## src/rtl/temp_alarm_monitor.sv

```systemverilog
// temp_alarm_monitor
// Classifies sampled temperature codes into NORMAL / PREVEN / CRITICAL with
// entry thresholds, exit hysteresis, a persistence filter on level changes
// and an optional fast path into CRITICAL. All outputs are decoded from
// registered state; crit_latched is a sticky record of any CRITICAL entry.
module temp_alarm_monitor #(
    parameter int WIDTH        = 3,
    parameter int PREVEN_LEVEL = 4,
    parameter int CRIT_LEVEL   = 6,
    parameter int HYST         = 1,
    parameter int PERSIST      = 3,
    parameter int CRIT_FAST    = 0
) (
    input  logic             clk,
    input  logic             reset,
    input  logic             sample_valid,
    input  logic [WIDTH-1:0] temp_code,
    input  logic             clear_crit,
    output logic [1:0]       alarm_state,
    output logic             temp_preven,
    output logic             temp_crit,
    output logic             crit_latched,
    output logic             state_chg
);

    localparam logic [1:0] NORMAL   = 2'b00;
    localparam logic [1:0] PREVEN   = 2'b01;
    localparam logic [1:0] CRITICAL = 2'b10;

    // Persistence counter only ever needs to reach PERSIST before resetting.
    localparam int CW = $clog2(PERSIST + 1);
    localparam logic [CW-1:0] PERSIST_CNT = CW'(PERSIST);

    // Thresholds carried in WIDTH+1 bits so the hysteresis subtraction can
    // never wrap for any legal parameter set.
    localparam logic [WIDTH:0] PREV_ENTER = (WIDTH+1)'(PREVEN_LEVEL);
    localparam logic [WIDTH:0] PREV_EXIT  = (WIDTH+1)'(PREVEN_LEVEL - HYST);
    localparam logic [WIDTH:0] CRIT_ENTER = (WIDTH+1)'(CRIT_LEVEL);
    localparam logic [WIDTH:0] CRIT_EXIT  = (WIDTH+1)'(CRIT_LEVEL - HYST);

    logic [1:0]    state;
    logic [1:0]    state_next;
    logic [1:0]    pend_target;
    logic [1:0]    pend_next;
    logic [1:0]    target;
    logic [CW-1:0] count;
    logic [CW-1:0] count_next;
    logic [CW-1:0] run_len;
    logic [WIDTH:0] code;
    logic          fast_hit;

    assign code = {1'b0, temp_code};

    // Level the current sample argues for, given the level we are in now.
    always_comb begin
        target = state;
        case (state)
            NORMAL: begin
                if (code >= CRIT_ENTER)      target = CRITICAL;
                else if (code >= PREV_ENTER) target = PREVEN;
                else                         target = NORMAL;
            end
            PREVEN: begin
                if (code >= CRIT_ENTER)      target = CRITICAL;
                else if (code < PREV_EXIT)   target = NORMAL;
                else                         target = PREVEN;
            end
            CRITICAL: begin
                if (code >= CRIT_EXIT)       target = CRITICAL;
                else if (code < PREV_EXIT)   target = NORMAL;
                else                         target = PREVEN;
            end
            default: target = NORMAL;
        endcase
    end

    assign fast_hit = (CRIT_FAST != 0) && (target == CRITICAL);

    // Persistence filter: a change is committed once the same differing
    // target has been seen PERSIST valid samples in a row (idle cycles do
    // not break the run); a fast-critical sample bypasses the count.
    always_comb begin
        state_next = state;
        pend_next  = pend_target;
        count_next = count;
        run_len    = count;
        if (sample_valid) begin
            if (target == state) begin
                count_next = '0;
            end else begin
                if (target == pend_target) begin
                    run_len = count + 1'b1;
                end else begin
                    pend_next = target;
                    run_len   = CW'(1);
                end
                if (fast_hit || (run_len == PERSIST_CNT)) begin
                    state_next = target;
                    count_next = '0;
                end else begin
                    count_next = run_len;
                end
            end
        end
    end

    // State, filter bookkeeping, change pulse and the sticky critical flag.
    always_ff @(posedge clk) begin
        if (reset) begin
            state        <= NORMAL;
            pend_target  <= NORMAL;
            count        <= '0;
            state_chg    <= 1'b0;
            crit_latched <= 1'b0;
        end else begin
            state       <= state_next;
            pend_target <= pend_next;
            count       <= count_next;
            state_chg   <= (state_next != state);
            if ((state_next == CRITICAL) && (state != CRITICAL))
                crit_latched <= 1'b1;
            else if (clear_crit && (state != CRITICAL))
                crit_latched <= 1'b0;
        end
    end

    assign alarm_state = state;
    assign temp_preven = (state == PREVEN);
    assign temp_crit   = (state == CRITICAL);

endmodule

```

## config.mk

```make
export PLATFORM = sky130hd
export DESIGN_NAME = temp_alarm_monitor
export DESIGN_NICKNAME = d
export VERILOG_FILES = /design/src/rtl/temp_alarm_monitor.sv
export SDC_FILE = /design/constraint.sdc
export NUM_CORES = 1
export LEC_CHECK = 0
export ABC_AREA = 1
export BUFFER_PORTS_ARGS = -buffer_cell sky130_fd_sc_hd__buf_4
export CAP_MARGIN = 5
export CORE_AREA = 4 4 41 43
export CTS_CLUSTER_SIZE = 40
export DETAILED_ROUTE_END_ITERATION = 6
export DIE_AREA = 0 0 45 47
export PLACE_DENSITY_LB_ADDON = 0.05
export SLEW_MARGIN = 10
export SYNTH_ARGS = -nofsm -noshare
export SYNTH_HDL_FRONTEND = slang
export SYNTH_SLANG_ARGS = --single-unit
```

## constraint.sdc

```tcl
create_clock -name clk -period 3.2 [get_ports clk]
set_input_delay 0.32 -clock clk [delete_from_list [all_inputs] [get_ports clk]]
set_output_delay 0.32 -clock clk [all_outputs]
set_load 0.03 [all_outputs]
```

==> results.ini <==
[outcome]
status=completed

[floorplan]
num_rows=13
pin_count=13
fp.dieH_um=47
coreArea_um2=1301
die_area_um2=2115
initial_core_util_pct=38.27
fp.dieW_um=45

[global_route]
grt_max_degree=7
antenna_found_initial=0
grt_usage_pct=12.11
grt_pass1_wl_um=1849
first_global_vias=464
grt_overflow_total=0

[timing]
tightestPinTransition_ps=272.0
hold_ws_ps=268.4
min_period_ps=1580
report.final.slew_viol_count=0
timing.setup.tns_ps=0
skew_ps=1.798
min_period_over_period_pct=49.38
rsz0062_at_grt=false
setup_viol=0
hold_viol_final=0
max_slew_margin_pct=81.84
clock.fmax_mhz=632.9

[placement]
io_buffers=12
dpl_cell_area_um2=606.8
gp_congestion=0.7974
dp_hpwl_um=868.3
dp.cells=103

[cells_and_area]
fillers=150
final_nets=100
final_util_pct=48.37
drive_above_1_share_pct=27.47
areaGrowthSynthToFinish_pct=26.38
final_area_um2=629.4
layout.cells.non_filler=106
antenna_cells=0

[logic_synthesis]
synth_common_cells=nand2_1, inv_1, dfxtp_1, nand3_1, nor2_1
synth_seq_cells=8
ys_async_sr_fraction_pct=0
synth_top_area_share_pct=32.16
synth_seq_area_share_pct=32.16
synth_edf_count=0
netlist_instances=76
synth_area_um2=498.0
synth.area.top_cells=dfxtp_1, nand2_1, inv_1
yosys_warnings=0
yosysMostFrequentCell=nand2_1
synthFlopType=dfxtp_1
syn_avg_cell_area_um2=6.552
synth_top_cell_by_area=dfxtp_1
syn_nets=83
synth.distinct_cells=16

[clock_network]
cts_setup_buffers=0
cts_buffer_depth=2
hold_buffers=0
cts_sinks=8
cts_htree_levels=1
insertion_delay_ps=250
cts_tree=done
numCtsBuffers=3
cts_resized=0
root_buffer=clkbuf_4
cts.clk_slew.worst_paths_ps=50

[detailed_routing]
via_count=494
drtAntennaViolNets=0
vias_per_cell=4.660
drt_iter0_markers=2
wl_per_cell_um=9.811
finalWirelength_um=1040
first_pass_iters=5
drc_errors=0

[worst_setup_path]
worstPathCellList=inv_2 > nand2_1 > nand3_1 > nand2_2 > nand2_4 > nand2_1 > nand3_1 > nand2_1 > inv_1 > o21ai_0 > a21oi_1
worst_ep_arrival_time_ps=1720
worst-setup-path-type=flip-flop to flip-flop
cp-start-kind=flip-flop
cp_slowest_stage_delay_ps=470
cp.required_ps=3340
path_buf_inv=2
cp_slowest_cell=dfxtp_1
worstPathMaxFanout=6
cp_common_cell=nand2_1
end_kind=flip-flop
crit_family=simple AND/OR/NAND/NOR gates

[pwr]
powerDensity_nw_per_um2=352.3
leakagePower_uw=0.0003189
peakVddDrop_mv=0.1884

[job]
drv_cap=0

[min_path]
hold_path.class=input pin to flip-flop

## registers in the layout, summed over array words and instances (netlist names)
| register | flops |
|---|---|
| count | 2 |
| state_chg | 1 |
| alarm_state | 2 |
| crit_latched | 1 |
| pend_target | 2 |
## where the power goes
part / switching [uW] / total [uW] / leakage [uW] / internal, uW
logic: 24.6 / 40.5 / 0.000240 / 15.9
clock network: 33.0 / 75.8 / 0.0000138 / 42.8
registers: 2.57 / 105 / 0.0000649 / 103
total: 60.2 / 222 / 0.000319 / 162
## final timing paths
kind             startpoint        endpoint  slack, ps  cells past startpoint
max reg2reg  alarm_state[0]  pend_target[0]       1620                     11
min reg2reg  pend_target[1]  pend_target[1]        470                      2
max          alarm_state[0]  pend_target[0]       1620                     11
min                   reset  alarm_state[1]        270                      2
## per-stage QoR
stage          power [uW]  setup WS, ps
3_3_place_gp        148.4          1614
2_1_floorplan       135.6          1405
6_report            221.7          1620
4_1_cts             226.7          1616
5_1_grt             235.5          1445
3_5_place_dp        148.5          1611
## cells by family (layout without fill, tap and decap cells)
family                 count (synthesis)  after routing  synth area share (%)
and+or+nand+nor                       46             46                 48.99
buffers and inverters                 13             28                 9.800
AOI/OAI and AO/OA                      9              9                 9.045
DFF                                    8              8                 32.16
## metal layers
metal,global-route usage (%),wire length (um)
met2,20.34,511
met1,14.42,460
met3,2.299,67
met4,7.018,0
met5,0,0
## final cells by class
type | count | area, um2 | area share (%)
clock buffer | 3 | 22.52 | 3.579
inverter | 13 | 48.80 | 7.753
multi-input combinational | 55 | 289.0 | 45.92
sequential | 8 | 160.2 | 25.45
tap | 15 | 18.77 | 2.982
timing repair buffer | 12 | 90.09 | 14.31
## layout by cell type (no fill, tap or decap)
cell | netlist | final
a21oi_1 | 4 | 4
nor3_1 | 1 | 1
clkbuf_4 | 0 | 3
nor2_1 | 6 | 6
nand2_1 | 22 | 22
nand2_4 | 2 | 2
nand3_1 | 7 | 7
nor2_4 | 1 | 1
nand4_1 | 2 | 2
inv_2 | 2 | 2
nand2_2 | 2 | 2
inv_1 | 11 | 11
nor2_2 | 1 | 1
o21ai_0 | 5 | 5
buf_4 | 0 | 12
nor3_4 | 1 | 1
nand3_4 | 1 | 1
dfxtp_1 | 8 | 8
Note: power is estimated with default switching activity, not from simulation.
